==> src/rtl/fc_pkg.sv <==
// Shared types and constants for the fully-connected weight packer.
package fc_pkg;

  // Load sequencing states.
  typedef enum logic [1:0] {
    ST_IDLE  = 2'd0,
    ST_RUN   = 2'd1,
    ST_DRAIN = 2'd2
  } fc_state_e;

  // Default limits for fan-in per neuron and number of neurons.
  localparam int FC_NW_MAX  = 400;
  localparam int FC_NUM_MAX = 120;

  // Number of bits needed to index 'value' items (0 for value <= 1).
  function automatic int fc_clog2(input int value);
    int result;
    result = 0;
    for (int i = 0; i < 31; i++) begin
      if ((1 << i) < value) begin
        result = i + 1;
      end
    end
    return result;
  endfunction

endpackage

==> src/rtl/fc_out_reg.sv <==
// Single-entry output holding register: a loaded payload stays on dout,
// with en high, until the consumer acknowledges it.
module fc_out_reg #(
  parameter int            PW      = 8,
  parameter logic [PW-1:0] RST_VAL = '0
) (
  input  logic          clk,
  input  logic          rst,
  input  logic          load,
  input  logic [PW-1:0] din,
  input  logic          ack,
  output logic          en,
  output logic [PW-1:0] dout
);

  // Capture a new payload, or drop the current one once it is accepted;
  // a load in the same cycle as an ack keeps en asserted.
  always_ff @(posedge clk) begin
    if (rst) begin
      en   <= 1'b0;
      dout <= RST_VAL;
    end else if (load) begin
      en   <= 1'b1;
      dout <= din;
    end else if (ack) begin
      en   <= 1'b0;
    end
  end

endmodule

==> src/rtl/fc_weight_packer.sv <==
// Packs a stream of scalar weights into LANES-wide words, neuron by neuron,
// tagging each word with its index, neuron number and last-of-neuron flag.
module fc_weight_packer
  import fc_pkg::*;
#(
  parameter int WD      = 8,
  parameter int LANES   = 4,
  parameter int NW_MAX  = FC_NW_MAX,
  parameter int NUM_MAX = FC_NUM_MAX
) (
  input  logic                i_sclk,
  input  logic                i_rst,
  input  logic [8:0]          i_cfg_nw,
  input  logic [7:0]          i_cfg_num,
  input  logic                i_start,
  input  logic                i_w_valid,
  input  logic [WD-1:0]       i_w_data,
  output logic                o_w_ready,
  output logic                o_w_en,
  input  logic                i_w_ack,
  output logic [LANES*WD-1:0] o_weight,
  output logic [7:0]          o_w_addr,
  output logic [7:0]          o_w_num,
  output logic                o_w_last,
  output logic                o_busy,
  output logic                o_done,
  output logic                o_err
);

  localparam int LW = (fc_clog2(LANES) < 1) ? 1 : fc_clog2(LANES);
  localparam int DW = LANES * WD;
  localparam int PW = DW + 17;
  localparam logic [PW-1:0] PAY_RST   = {1'b0, 8'd1, 8'd0, {DW{1'b0}}};
  localparam logic [31:0]   NW_MAX_U  = NW_MAX;
  localparam logic [31:0]   NUM_MAX_U = NUM_MAX;

  fc_state_e     state;
  fc_state_e     state_next;
  logic [8:0]    cfg_nw;
  logic [7:0]    cfg_num;
  logic [8:0]    cnt_nw;
  logic [7:0]    cnt_num;
  logic [7:0]    cnt_word;
  logic [LW-1:0] cnt_lane;
  logic [DW-1:0] pack;
  logic [DW-1:0] word_next;
  logic [PW-1:0] pay_in;
  logic [PW-1:0] pay_out;
  logic          err_flag;
  logic          cfg_ok;
  logic          accept;
  logic          last_lane;
  logic          last_nw;
  logic          final_neuron;
  logic          complete;
  logic          final_weight;

  assign cfg_ok = (i_cfg_nw != 9'd0) && ({23'd0, i_cfg_nw} <= NW_MAX_U) &&
                  (i_cfg_num != 8'd0) && ({24'd0, i_cfg_num} <= NUM_MAX_U);

  assign accept       = i_w_valid && o_w_ready;
  assign last_lane    = (cnt_lane == LW'(LANES - 1));
  assign last_nw      = (cnt_nw == (cfg_nw - 9'd1));
  assign final_neuron = (cnt_num == cfg_num);
  assign complete     = accept && (last_lane || last_nw);
  assign final_weight = accept && last_nw && final_neuron;

  // Pack register with the incoming weight dropped into the current lane.
  always_comb begin
    word_next = pack;
    for (int i = 0; i < LANES; i++) begin
      if (cnt_lane == LW'(i)) begin
        word_next[i*WD +: WD] = i_w_data;
      end else begin
        word_next[i*WD +: WD] = pack[i*WD +: WD];
      end
    end
  end

  assign pay_in = {last_nw, cnt_num, cnt_word, word_next};

  // State register.
  always_ff @(posedge i_sclk) begin
    if (i_rst) begin
      state <= ST_IDLE;
    end else begin
      state <= state_next;
    end
  end

  // Next-state logic: start only from IDLE, drain after the last weight.
  always_comb begin
    state_next = state;
    case (state)
      ST_IDLE: begin
        if (i_start && cfg_ok) begin
          state_next = ST_RUN;
        end else begin
          state_next = ST_IDLE;
        end
      end
      ST_RUN: begin
        if (final_weight) begin
          state_next = ST_DRAIN;
        end else begin
          state_next = ST_RUN;
        end
      end
      ST_DRAIN: begin
        if (o_w_en && i_w_ack) begin
          state_next = ST_IDLE;
        end else begin
          state_next = ST_DRAIN;
        end
      end
      default: begin
        state_next = ST_IDLE;
      end
    endcase
  end

  // Handshake and status outputs derived from state and the output register.
  always_comb begin
    o_w_ready = (state == ST_RUN) && (!o_w_en || i_w_ack);
    o_busy    = (state != ST_IDLE);
    o_done    = (state == ST_DRAIN) && o_w_en && i_w_ack;
  end

  // Configuration latch, error flag, lane/weight/word/neuron counters and
  // pack register; the pack register clears whenever a word completes so
  // unfilled lanes of a short final word read as zero.
  always_ff @(posedge i_sclk) begin
    if (i_rst) begin
      cfg_nw   <= 9'd0;
      cfg_num  <= 8'd0;
      cnt_nw   <= 9'd0;
      cnt_num  <= 8'd1;
      cnt_word <= 8'd0;
      cnt_lane <= '0;
      pack     <= '0;
      err_flag <= 1'b0;
    end else if ((state == ST_IDLE) && i_start) begin
      if (cfg_ok) begin
        cfg_nw   <= i_cfg_nw;
        cfg_num  <= i_cfg_num;
        cnt_nw   <= 9'd0;
        cnt_num  <= 8'd1;
        cnt_word <= 8'd0;
        cnt_lane <= '0;
        pack     <= '0;
        err_flag <= 1'b0;
      end else begin
        err_flag <= 1'b1;
      end
    end else if (accept) begin
      if (complete) begin
        pack     <= '0;
        cnt_lane <= '0;
      end else begin
        pack     <= word_next;
        cnt_lane <= cnt_lane + LW'(1);
      end
      if (last_nw) begin
        cnt_nw   <= 9'd0;
        cnt_word <= 8'd0;
        if (!final_neuron) begin
          cnt_num <= cnt_num + 8'd1;
        end
      end else begin
        cnt_nw <= cnt_nw + 9'd1;
        if (complete) begin
          cnt_word <= cnt_word + 8'd1;
        end
      end
    end
  end

  assign o_err = err_flag;

  fc_out_reg #(
    .PW      (PW),
    .RST_VAL (PAY_RST)
  ) u_out_reg (
    .clk  (i_sclk),
    .rst  (i_rst),
    .load (complete),
    .din  (pay_in),
    .ack  (i_w_ack),
    .en   (o_w_en),
    .dout (pay_out)
  );

  assign {o_w_last, o_w_num, o_w_addr, o_weight} = pay_out;

endmodule

==> config.mk <==
export PLATFORM = sky130hd
export DESIGN_NAME = fc_weight_packer
export DESIGN_NICKNAME = d
export VERILOG_FILES = /design/src/rtl/fc_pkg.sv /design/src/rtl/fc_out_reg.sv /design/src/rtl/fc_weight_packer.sv
export SDC_FILE = /design/constraint.sdc
export NUM_CORES = 1
export LEC_CHECK = 0
export CORE_MARGIN = 2
export CORE_UTILIZATION = 30
export CTS_CLUSTER_SIZE = 12
export DETAILED_ROUTE_END_ITERATION = 6
export GPL_TIMING_DRIVEN = 0
export REMOVE_ABC_BUFFERS = 1
export SLEW_MARGIN = 20
export SYNTH_ARGS = -nofsm -noshare
export SYNTH_HDL_FRONTEND = slang
export SYNTH_SLANG_ARGS = --single-unit
==> constraint.sdc <==
create_clock -name i_sclk -period 2.8 [get_ports i_sclk]
set_input_delay 0.56 -clock i_sclk [delete_from_list [all_inputs] [get_ports i_sclk]]
set_output_delay 0.56 -clock i_sclk [all_outputs]
set_load 0.02 [all_outputs]
# Word-level counts from Yosys, hierarchy flattened
# Cells that the tools add are included.
[classes]
order_cmp = 2
mux = 33
add_sub_neg = 5
reduce_logical = 29
n_eq_ne = 9
[op_table]
columns = ["op", "n"]
rows = [
  ["32-bit 2-to-1 mux", 4],
  ["8-bit 2-to-1 mux", 14],
  ["9-bit 2-to-1 mux", 4],
  ["8-bit by 1-bit adder with 8-bit output (second input constant)", 2],
  ["1-bit logical AND", 13],
  ["2-bit 2-to-1 mux", 6],
  ["9-bit by 1-bit adder with 9-bit output (second input constant)", 1],
  ["9-bit equality test", 1],
  ["9-bit less-or-equal comparator (second input constant)", 1],
  ["9-bit nonzero test", 1],
  ["9-bit by 1-bit subtractor with 9-bit output (second input constant)", 1],
  ["8-bit equality test", 1],
  ["8-bit by 7-bit less-or-equal comparator with 1-bit output (second input constant)", 1],
  ["2-bit nonzero test", 4],
  ["8-bit nonzero test", 1],
  ["2-bit equality test (second input constant)", 3],
  ["2-bit one-hot mux with 3 select lines", 1],
  ["2-bit by 1-bit equality test with 1-bit output (second input constant)", 2],
  ["2-bit logical NOT", 2],
  ["1-bit 2-to-1 mux", 4],
  ["2-bit AND reduction", 2],
  ["4-bit AND reduction", 1],
  ["3-bit AND reduction", 1],
  ["3-bit nonzero test", 1],
  ["5 further kinds", 6],
]
[totals]
ff_bits = 129
output_inout_bits = 54
inputBits = 30
wordCells = 89

# Logic depth before layout (Yosys ltp)
[depth]
depth_word = 9
ltp_mapped = 11
mapped_depth_nobuf = 9

# By module
# A second synthesis with hierarchy kept.
[hier_totals]
cells_unflattened = 587
area_unflattened_um2 = 5675.4
[modules_own_cells]
columns = ["module", "cells_each", "area_per_inst_um2", "n_inst", "seq_area_each_um2"]
rows = [
  ["fc_weight_packer", 424, 3866.2, 1, 1581.5],
  ["fc_out_reg", 163, 1809.2, 1, 1001.0],
]

# Worst setup path before layout
# OpenSTA, ideal clock, no wires.
[synth_path]
path_type = "input port to flip-flop"
startpoint = "in i_cfg_nw[0]"
endpoint = "reg cnt_num[6]"
arrival_ns = 2.667
required_time_ns = 2.730
setup_ns = 0.070
setup_slack_ns = 0.063
n_path_buf = 1
cell_stages = 8
path_cell_list = "or4_1 a2111oi_0 a31oi_1 a311oi_1 o21ai_1 clkbuf_1 or3_1 a21oi_1"
[synth_via]
elab_chain_len = 6
word_cells_on_any_way = 7
cone_classes = "order compare (1); eq/ne (1); reduce/logical (5)"
[synth_lines]
columns = ["item", "line_no", "text"]
rows = [
  ["start, declared", "fc_weight_packer.sv:13", "input logic [8:0] i_cfg_nw,"],
  ["9-bit less-or-equal comparator / 9-bit nonzero test (equally long branches)", "fc_weight_packer.sv:58", "assign cfg_ok = (i_cfg_nw != 9'd0) && ({23'd0, i_cfg_nw} <= NW_MAX_U) &&"],
  ["1-bit logical AND * (2 in series)", "fc_weight_packer.sv:58", ""],
  ["1-bit logical AND *", "fc_weight_packer.sv:59", "(i_cfg_num != 8'd0) && ({24'd0, i_cfg_num} <= NUM_MAX_U);"],
  ["2-bit != test (no line) *", "--", ""],
  ["4-bit AND reduction (no line) *", "--", ""],
  ["end signal, assigned", "fc_weight_packer.sv:167", "cnt_num <= cnt_num + 8'd1;"],
  ["end, declared", "fc_weight_packer.sv:42", "logic [7:0] cnt_num;"],
]
# Every way passes the cells marked *; elsewhere a longest branch is shown, timed or not.
# A chain may end at the register's enable or synchronous reset.

# Worst setup path after layout
[layout_path]
startpoint = "reg cfg_nw[3]"
endpoint = "reg state[0]"
[layout_via]
elab_chain_len = 6
[layout_lines]
columns = ["item", "line_no", "text"]
rows = [
  ["start, declared", "fc_weight_packer.sv:39", "logic [8:0] cfg_nw;"],
  ["start signal, assigned", "fc_weight_packer.sv:144", "cfg_nw <= i_cfg_nw;"],
  ["9-bit by 1-bit subtractor with 9-bit output", "fc_weight_packer.sv:63", "assign last_nw = (cnt_nw == (cfg_nw - 9'd1));"],
  ["9-bit equality test", "fc_weight_packer.sv:63", ""],
  ["1-bit logical AND (2 in series)", "fc_weight_packer.sv:66", "assign final_weight = accept && last_nw && final_neuron;"],
  ["2-bit 2-to-1 mux", "fc_weight_packer.sv:103", "if (final_weight) begin"],
  ["2-bit one-hot mux with 3 select lines", "fc_weight_packer.sv:94", "case (state)"],
  ["end signal, assigned", "fc_weight_packer.sv:87", "state <= state_next;"],
  ["end, declared", "fc_weight_packer.sv:37", "fc_state_e state;"],
]
# Every way passes these cells.

==> results.cfg <==
[synth]
ys_warn_count = 0
synth_seq_cells = 129
synth_mux_area_share_pct = 9.40
synthAdderAreaFrac_pct = 1.74
synth_edf_count = 0
synth-compound-area-share_pct = 18.1
synth_cells = 593
synth_top_family_by_area = simple AND/OR/NAND/NOR gates
avgSynthCellArea_um2 = 9.70
synth-xor-area-share_pct = 4.05
ys_types = 57
async_flop_share_pct = 0
synth-simple-area-share_pct = 18.2
mappedNetlistArea_mm2 = 0.00575
ys.flop_type = dfxtp_1
ys_seq_area_share_pct = 44.9

[detailed_routing]
drt_iter0_markers = 211
wl_um = 14800
ant_nets = 0
first_pass_iters = 4
post_drt_wl_per_cell_um = 16.0
drc = 0
vias_per_cell = 5.00
num_vias = 4617

[floorplanning]
core_mm2 = 0.0188
die_area_mm2 = 0.0203
initial_core_util_pct = 30.6
io_pins = 84
die_h_um = 142
die_x_um = 142
row_count = 50

[cts]
cts_buffers = 17
worstSkewPairLatency_ps = 420
htreeDepth = 4
cts.sinks = 129
clk_pin_slew_worst_paths_ps = 60
cts_tree = done
ctsRootBufferMaster = clkbuf_16
ctsLongestPathBuffers = 2

[run_status]
outcome = completed

[pwr]
pwr-share-seq_pct = 41.3
leakage_nw = 2.70
ir_drop_mv = 0.445
swShare_pct = 22.4
p_int_w = 0.00354
p_per_area_mw_per_mm2 = 589
power.switching_w = 0.00102
finalPower_w = 0.00456
pwr-share-clk_pct = 51.4
p_comb_share_pct = 7.3

[worst_setup_path]
end_kind = register
start_kind = register
crit_required_ps = 3070
crit_type = reg2reg
r2r_setup_slack_ps = 120
arrival_ps = 2960
worst-path-max-fanout = 5

[placed_design]
place_area_mm2 = 0.00681
place_inst = 875
dp_hpwl_um = 9420
finalWeightedCongestion = 0.765
portBuffers = 83

[final_layout]
fillers = 1849
area_delta_synth_final_pct = 34.5
final_net_count = 715
layout.cells.non_filler = 923
multi_input_area_mm2 = 0.00311
antennaDiodeCount = 0
drive_gt1_share_pct = 17.0
fin_area_mm2 = 0.00773
layout.area.seq_mm2 = 0.00259

[grt]
track_usage_pct = 14.6
gr-total-overflow = 0
grt_max_degree = 49
antenna_found_initial = 0
grt_first_pass_wirelength_um = 23200
grt_pass1_vias = 4379

[sta]
fin_worst_skew_ps = 8.70
setup-violations-final = 0
max_freq_mhz = 373
period_share_pct = 95.8
min_period_ps = 2680
holdWs_ps = 438
final_max_slew_viol_count = 0
slew_headroom_pct = 37.2
tightest_slew_ps = 943
hold_viol = 0

[min_path]
hold_class = in2reg

[run]
max_cap_violations = 0
## flip-flops by register name, indices dropped and copies added, names as in the netlist
signal          flops
cnt_num             8
cnt_word            8
u_out_reg.en        1
state               2
pack               32
cnt_nw              9
cfg_num             8
o_err               1
cnt_lane            2
cfg_nw              9
u_out_reg.dout     49
## synthesized netlist by cell type, types with 3 or more instances
library cell  count  area (um2)
ha_1              8         100
a211oi_2         32         400
and2_1            6        37.5
nor3_1            9        45.0
nor2_1           75         282
buf_1             3        11.3
o221ai_1          4        35.0
mux2i_1          54         541
o21ai_0           9        45.0
and3_1           14        87.6
nand4_1           5        31.3
xor2_1            6        52.6
nor2b_1           9        56.3
xnor2_1          18         158
a21oi_1          28         140
nand2b_1          5        31.3
inv_1             9        33.8
buf_4             7        52.6
a22o_1           25         219
clkbuf_1         24        90.1
or2_2             4        25.0
buf_2             4        20.0
dfxtp_1         129        2580
or3_1             5        31.3
nand3_1          16        80.1
nand2_1          41         154
## routing by layer
layer  wire, um  GRT usage (%)
met5          0              0
met4        179           4.95
met3        680           3.70
met2       6670           22.5
met1       7260           19.9
## power by group through the flow
stage,logic [W],clock network [W],registers (W)
2_1_floorplan,0.000166,0,0.00192
3_3_place_gp,0.000296,0,0.00192
3_5_place_dp,0.000300,0,0.00192
4_1_cts,0.000319,0.00239,0.00188
5_1_grt,0.000365,0.00245,0.00188
6_report,0.000334,0.00234,0.00188
## through the flow
| stage | TNS [ps] | util [%] | setup WS [ps] |
|---|---|---|---|
| floorplan | -81660 | - | -1630 |
| global placement | -289340 | 35.7 | -3040 |
| detailed placement | -68690 | 36.3 | -1200 |
| CTS | -19.9 | 40.4 | -12.5 |
| global route | -39.3 | 41.2 | -8.75 |
| finish | 0 | 41.2 | 117 |
## what timing repair did
action	CTS	global route
gates resized for setup	15	26
pin swaps	4	11
hold buffers	0	0
endpoints found under the setup margin	124	86
buffers inserted	9	5
gates cloned	1	3
## cells in the final DEF, fill, tap and decap left out, types with 3 or more instances in the layout
master           synthesis  layout
clkbuf_1                24       3
and3_1                  14      13
xor2_1                   6       6
o21ai_0                  9       8
buf_6                    0       4
a22o_1                  25      25
dlymetal6s2s_1           0       5
or2_2                    4       4
nor3_1                   9       9
or4_4                    2       3
clkbuf_16                0      19
nand4_1                  5       5
nor2_1                  75      71
a211oi_2                32      32
buf_4                    7      11
nand2b_1                 5       5
nor2_4                   0       3
a21oi_1                 28      27
or3_1                    5       4
xnor2_1                 18      18
bufinv_16                0       4
nand2_1                 41      41
inv_1                    9       8
mux2i_1                 54      54
dfxtp_2                  0       3
nand3_1                 16      15
dfxtp_1                129     125
nor2b_1                  9       9
and2_1                   6       3
clkinvlp_4               0       3
ha_1                     8       7
clkdlybuf4s50_1          0      77
o221ai_1                 4       4
## worst paths after layout
path,startpoint,end,cells past startpoint
worst max-delay path,cfg_nw[3]$_SDFFE_PP0P_,state[0]$_SDFF_PP0_,7
worst min-delay path,i_cfg_nw[2],cfg_nw[2]$_SDFFE_PP0P_,3
worst max register to register,cfg_nw[3]$_SDFFE_PP0P_,state[0]$_SDFF_PP0_,7
worst min register to register,u_out_reg.dout[37]$_SDFFE_PP0P_,u_out_reg.dout[37]$_SDFFE_PP0P_,2
## critical path, cell delays in order (launching register included)
cell      delay (ps)
dfxtp_2          360
nor4_4           400
a21boi_2         110
or4_4            460
a2111o_1         440
or4_4            540
a21oi_1          170
a211oi_1          60
## logic make-up (layout without fill, tap and decap cells)
logic type      after synthesis  count (layout)
compound gates              121             122
buf+inv                      47             142
simple gates                209             209
fa+ha+maj                     8               8
xor+xnor                     25              25
mux                          54              54
flops                       129             129
## area by class of cell
| cell class | instances | share of cell area (%) |
|---|---|---|
| clock buffers | 22 | 6.00 |
| clock inverters | 9 | 2.02 |
| inverters | 9 | 0.437 |
| multi-input cells | 418 | 40.2 |
| flip-flops and latches | 129 | 33.5 |
| well taps | 234 | 3.79 |
| repair buffers | 102 | 14.0 |
Power figures use the tool's default switching activity.
